[src/rtl/div_unit_pkg.sv]
// Shared definitions for the RV32M divide/remainder unit: operation and state
// encodings, plus the translation from the ALU's control codes.
package div_unit_pkg;

    typedef enum logic [1:0] {
        OP_DIV  = 2'b00,
        OP_DIVU = 2'b01,
        OP_REM  = 2'b10,
        OP_REMU = 2'b11
    } div_op_t;

    typedef enum logic [1:0] {
        DS_IDLE = 2'b00,
        DS_CALC = 2'b01,
        DS_FIX  = 2'b10,
        DS_DONE = 2'b11
    } div_state_t;

    // alu_control values of the M-extension divide group
    localparam logic [4:0] ALU_DIV  = 5'b10100;
    localparam logic [4:0] ALU_DIVU = 5'b10101;
    localparam logic [4:0] ALU_REM  = 5'b10110;
    localparam logic [4:0] ALU_REMU = 5'b10111;

    function automatic div_op_t alu_to_div_op(input logic [4:0] alu_ctrl);
        div_op_t op;
        case (alu_ctrl)
            ALU_DIV:  op = OP_DIV;
            ALU_DIVU: op = OP_DIVU;
            ALU_REM:  op = OP_REM;
            ALU_REMU: op = OP_REMU;
            default:  op = OP_DIVU;
        endcase
        return op;
    endfunction

endpackage

[src/rtl/div_unit.sv]
// Iterative radix-2 restoring divider for DIV/DIVU/REM/REMU, one quotient bit
// per cycle, with RISC-V divide-by-zero and signed-overflow results applied.
module div_unit
    import div_unit_pkg::*;
#(
    parameter int XLEN = 32
) (
    input  logic            clk_i,
    input  logic            rst_n_i,
    input  logic            start_i,
    input  logic [1:0]      op_i,
    input  logic [XLEN-1:0] dividend_i,
    input  logic [XLEN-1:0] divisor_i,
    output logic            busy_o,
    output logic            valid_o,
    output logic [XLEN-1:0] result_o
);

    localparam int CNT_W = $clog2(XLEN);
    localparam logic [XLEN-1:0] INT_MIN = {1'b1, {(XLEN-1){1'b0}}};

    function automatic logic [XLEN-1:0] negate(input logic [XLEN-1:0] v);
        return (~v) + XLEN'(1);
    endfunction

    function automatic logic [XLEN-1:0] abs_val(input logic signed [XLEN-1:0] v);
        return (v < 0) ? negate(v) : v;
    endfunction

    div_state_t       state_q, state_d;
    div_op_t          op_q, op_d;
    logic [XLEN-1:0]  rem_q, rem_d;
    logic [XLEN-1:0]  quo_q, quo_d;
    logic [XLEN-1:0]  dvs_q, dvs_d;
    logic [CNT_W-1:0] cnt_q, cnt_d;
    logic             q_neg_q, q_neg_d;
    logic             r_neg_q, r_neg_d;
    logic [XLEN-1:0]  result_q, result_d;

    logic signed [XLEN-1:0] dividend_s;
    logic signed [XLEN-1:0] divisor_s;
    div_op_t                op_in;
    logic                   in_signed;
    logic                   in_is_div;
    logic [XLEN:0]          shifted;
    logic [XLEN:0]          diff;
    logic                   trial_ok;

    assign dividend_s = dividend_i;
    assign divisor_s  = divisor_i;
    assign op_in      = div_op_t'(op_i);
    assign in_signed  = (op_in == OP_DIV) || (op_in == OP_REM);
    assign in_is_div  = (op_in == OP_DIV) || (op_in == OP_DIVU);

    // A shifted remainder with its top bit set always exceeds the divisor.
    assign shifted  = {rem_q, quo_q[XLEN-1]};
    assign diff     = shifted - {1'b0, dvs_q};
    assign trial_ok = shifted[XLEN] | ~diff[XLEN];

    always_comb begin
        state_d  = state_q;
        op_d     = op_q;
        rem_d    = rem_q;
        quo_d    = quo_q;
        dvs_d    = dvs_q;
        cnt_d    = cnt_q;
        q_neg_d  = q_neg_q;
        r_neg_d  = r_neg_q;
        result_d = result_q;
        case (state_q)
            DS_IDLE: begin
                if (start_i) begin
                    op_d = op_in;
                    if (divisor_i == '0) begin
                        result_d = in_is_div ? '1 : dividend_i;
                        state_d  = DS_DONE;
                    end else if (in_signed && dividend_i == INT_MIN && divisor_i == '1) begin
                        result_d = in_is_div ? INT_MIN : '0;
                        state_d  = DS_DONE;
                    end else begin
                        rem_d   = '0;
                        quo_d   = in_signed ? abs_val(dividend_s) : dividend_i;
                        dvs_d   = in_signed ? abs_val(divisor_s) : divisor_i;
                        q_neg_d = in_signed & (dividend_i[XLEN-1] ^ divisor_i[XLEN-1]);
                        r_neg_d = in_signed & dividend_i[XLEN-1];
                        cnt_d   = '0;
                        state_d = DS_CALC;
                    end
                end
            end
            DS_CALC: begin
                rem_d = trial_ok ? diff[XLEN-1:0] : shifted[XLEN-1:0];
                quo_d = {quo_q[XLEN-2:0], trial_ok};
                cnt_d = cnt_q + CNT_W'(1);
                if (cnt_q == CNT_W'(XLEN-1)) begin
                    state_d = DS_FIX;
                end
            end
            DS_FIX: begin
                case (op_q)
                    OP_DIV:  result_d = q_neg_q ? negate(quo_q) : quo_q;
                    OP_DIVU: result_d = quo_q;
                    OP_REM:  result_d = r_neg_q ? negate(rem_q) : rem_q;
                    default: result_d = rem_q;
                endcase
                state_d = DS_DONE;
            end
            default: begin
                state_d = DS_IDLE;
            end
        endcase
    end

    always_ff @(posedge clk_i or negedge rst_n_i) begin
        if (!rst_n_i) begin
            state_q  <= DS_IDLE;
            op_q     <= OP_DIV;
            rem_q    <= '0;
            quo_q    <= '0;
            dvs_q    <= '0;
            cnt_q    <= '0;
            q_neg_q  <= 1'b0;
            r_neg_q  <= 1'b0;
            result_q <= '0;
        end else begin
            state_q  <= state_d;
            op_q     <= op_d;
            rem_q    <= rem_d;
            quo_q    <= quo_d;
            dvs_q    <= dvs_d;
            cnt_q    <= cnt_d;
            q_neg_q  <= q_neg_d;
            r_neg_q  <= r_neg_d;
            result_q <= result_d;
        end
    end

    assign busy_o   = (state_q == DS_CALC) || (state_q == DS_FIX);
    assign valid_o  = (state_q == DS_DONE);
    assign result_o = result_q;

endmodule

[config.mk]
export PLATFORM = sky130hd
export DESIGN_NAME = div_unit
export DESIGN_NICKNAME = d
export VERILOG_FILES = /design/src/rtl/div_unit_pkg.sv /design/src/rtl/div_unit.sv
export SDC_FILE = /design/constraint.sdc
export NUM_CORES = 1
export LEC_CHECK = 0
export BUFFER_PORTS_ARGS = -buffer_cell sky130_fd_sc_hd__buf_2
export CAP_MARGIN = 20
export CORE_MARGIN = 4
export CORE_UTILIZATION = 45
export CTS_CLUSTER_SIZE = 25
export DETAILED_ROUTE_END_ITERATION = 16
export HOLD_SLACK_MARGIN = 0.15
export PLACE_DENSITY_LB_ADDON = 0.2
export SYNTH_ARGS = -nofsm -noshare
export SYNTH_HDL_FRONTEND = slang
export SYNTH_SLANG_ARGS = --single-unit
[constraint.sdc]
create_clock -name clk_i -period 3.8 [get_ports clk_i]
set_input_delay 0.76 -clock clk_i [delete_from_list [all_inputs] [get_ports clk_i]]
set_output_delay 0.76 -clock clk_i [all_outputs]
set_load 0.005 [all_outputs]
==> flow_summary.json <==
{
  "status": "completed",
  "hpwl_microns": 24000,
  "cts_tree": "built",
  "placed_cells": 1745,
  "gp_congestion": 0.927,
  "final_nets": 1559,
  "die-height_microns": 164,
  "final_area_sq_um": 12400,
  "dr.pass1.iters": 6,
  "ir_drop_uv": 344,
  "maxCapViolCount": 0,
  "clk_latency_ps": 420,
  "post-route-period-util_pct": 91.3,
  "start_util_pct": 46.3,
  "synth_top_family_by_area": "compound AO/OA/AOI/OAI gates",
  "fmax_mhz": 288,
  "synth-seq-cells": 139,
  "antenna_found_initial": 0,
  "clk_pin_slew_ps": 60,
  "port_buffers": 102,
  "power_uw": 8350,
  "synth_fa_ha_area_share_pct": 5.07,
  "grtUsageTotal_pct": 23.6,
  "syn_area_sq_um": 11000,
  "synth_edf_count": 0,
  "dr_total_vias": 10300,
  "ys.flop_type": "dfrtp_1",
  "vias_per_cell": 5.80,
  "crit_type": "in -> reg",
  "wire_per_inst_microns": 17.9,
  "root_buffer": "clkbuf_16",
  "clock_skew_ps": 9.78,
  "leakagePower_uw": 0.00549,
  "grt_max_degree": 81,
  "slew_violations": 0,
  "num_antenna_cells": 0,
  "worstPathArrival_ps": 3770,
  "cts.sink_count": 139,
  "syn_inst": 1373,
  "async_reset_ff_share_pct": 100,
  "cts_buffers": 17,
  "max_stage_delay_ps": 460,
  "ctsHoldBuffers": 0,
  "synth_compound_area_share_pct": 26.5,
  "die_area_sq_um": 27000,
  "synth-xor-area-share_pct": 11.5,
  "synth_fp_nets": 1486,
  "layout.cells.non_filler": 1778,
  "drive_gt1_share_pct": 12.1,
  "ant_nets": 0,
  "syn2layout_area_growth_pct": 12.8,
  "hold_viol_final": 0,
  "cp_top_family": "simple AND/OR/NAND/NOR gates",
  "avgSynthCellArea_sq_um": 8.01,
  "cp_cell_sequence": "buf_2 > inv_1 > ha_1 > nor3b_1 > and2_1 > nand4_1 > o21ai_2 > o21ai_2 > and2_1 > buf_4 > a221o_1",
  "yosysUniqueCellTypes": 66,
  "seq_area_frac_synth_pct": 31.6,
  "critPathBufInv": 3,
  "slew_headroom_pct": 47.5,
  "critPathSlowestCell": "o21ai_2",
  "tightest_slew_ps": 788,
  "rsz0062_at_grt": "no",
  "crit_path_end_kind": "register",
  "synth-simple-area-share_pct": 18.3,
  "synth_warnings": 0,
  "hold_class": "in -> async",
  "critPathMaxFanout": 25,
  "grt_pass1_wl_microns": 51000,
  "drt_iter0_drc": 926,
  "drt-total-wl_microns": 31900,
  "dpl-instance-area_sq_um": 11800,
  "grt_pass1_vias": 9601,
  "grt_overflow": 0,
  "cts_resized": 0,
  "clockBufferDepth": 2,
  "drc": 0,
  "period_minus_slack_ps": 3470,
  "coreArea_sq_um": 23800,
  "ios": 103,
  "final_util_pct": 52.3,
  "finalSetupViolCount": 0,
  "fillers": 2272,
  "start_kind": "input pin",
  "cp.required_ps": 4100,
  "cts_setup_buffers": 0,
  "synthMuxAreaShare_pct": 1.47,
  "powerDensity_nw_per_um2": 673,
  "row_count": 56,
  "h-tree-depth": 4,
  "dieWidth_microns": 164
}
## routing by layer
metal / GRT usage (%) / wire length (microns) / vias up
met1: 33.5 / 15000 / 4872
met5: 0 / 0 / -
met4: 7.47 / 665 / 0
met3: 2.66 / 1830 / 42
met2: 37.9 / 14400 / 343
li1: - / - / 5052
## path summary, 6_finish.rpt
check                                              start                        to  slack, ps  cells after the start
worst max-delay path                       dividend_i[0]      quo_q[3]$_DFFE_PN0P_        330                     11
worst min-delay path                             rst_n_i   result_o[4]$_DFFE_PN0P_        390                      1
worst max register to register     rem_q[19]$_DFFE_PN0P_     rem_q[26]$_DFFE_PN0P_        520                     10
worst min register to register  result_o[22]$_DFFE_PN0P_  result_o[22]$_DFFE_PN0P_        470                      1
max in group asynchronous                        rst_n_i     dvs_q[22]$_DFFE_PN0P_       2610                      2
min in group clk_i              result_o[22]$_DFFE_PN0P_  result_o[22]$_DFFE_PN0P_        470                      1
## per-stage QoR
stage	hold slack (ps)	setup TNS (ps)	setup slack [ps]
finish	385	0	330
global route	450	0	201
floorplan	450	0	930
CTS	412	0	325
global placement	456	-618	-166
detailed placement	460	-196	-102
## logic make-up after synthesis
| family | Yosys count |
|---|---|
| AOI/OAI and AO/OA | 465 |
| and+or+nand+nor | 422 |
| xor gates and xnor gates | 144 |
| buffers and inverters | 143 |
| DFF | 139 |
| adders and majority gates | 44 |
| muxes | 16 |
## state kept, by name, indices dropped and copies added (netlist names)
name and cells:
rem_q 32, result_o 32, op_q 2, cnt_q 5, r_neg_q 1, quo_q 32
dvs_q 32, state_q 2, q_neg_q 1
## where the power goes
| group | internal [uW] | switching, uW | total, uW |
|---|---|---|---|
| Clock | 964 | 691 | 1660 |
| Combinational | 1640 | 2490 | 4130 |
| Sequential | 2020 | 539 | 2560 |
| Total | 4630 | 3730 | 8350 |
## cell type report
type,instances,area (sq um),share of cell area (%)
flip-flops and latches,139,3480,28.0
repair buffers,127,767,6.18
multi-input cells,1091,6930,55.8
well taps,319,399,3.22
clock inverters,15,153,1.23
inverters,70,263,2.12
clock buffers,17,425,3.43
## synthesized netlist by cell type, types with 3 or more instances
cell,n,area (sq um)
o21ai_0,142,711
dfrtp_1,139,3480
nor2_1,134,503
a21oi_1,129,646
nand2_1,125,469
xnor2_1,84,736
inv_1,70,263
xor2_1,60,526
clkbuf_1,50,188
ha_1,43,538
nor3_1,31,155
a21o_1,28,210
a221o_1,25,250
nand2b_1,25,156
o31ai_1,19,143
o211ai_1,17,128
mux2i_1,15,150
nand4_1,15,93.8
a22oi_1,14,105
buf_2,14,70.1
nand3_1,14,70.1
nor2b_1,14,87.6
a211oi_1,12,90.1
nor4_1,12,75.1
a31oi_1,11,68.8
or4_1,11,82.6
o21ai_1,9,45.0
o41ai_1,9,78.8
or3_1,9,56.3
a32oi_1,8,70.1
and2_1,7,43.8
and3_1,7,43.8
buf_6,6,67.6
o21a_1,6,45.0
a22o_1,5,43.8
nand3b_1,5,37.5
o22ai_1,5,31.3
a21boi_0,3,22.5
nor3b_1,3,22.5
o31a_1,3,26.3
o32ai_1,3,26.3
## placed cells by master, fill, tap and decap left out, types with 11 or more instances in the layout
cell type  instances
a211oi_1          12
a21o_1            28
a21oi_1          128
a221o_1           25
a22oi_1           14
a31oi_1           11
buf_2            101
buf_4             20
clkbuf_16         17
dfrtp_1          138
ha_1              43
inv_1             70
mux2i_1           15
nand2_1          125
nand2b_1          25
nand3_1           14
nand4_1           15
nor2_1           134
nor2b_1           14
nor3_1            31
nor4_1            12
o211ai_1          17
o21ai_0          142
o31ai_1           19
or4_1             11
xnor2_1           84
xor2_1            60
(Power assumes the default switching activity.)
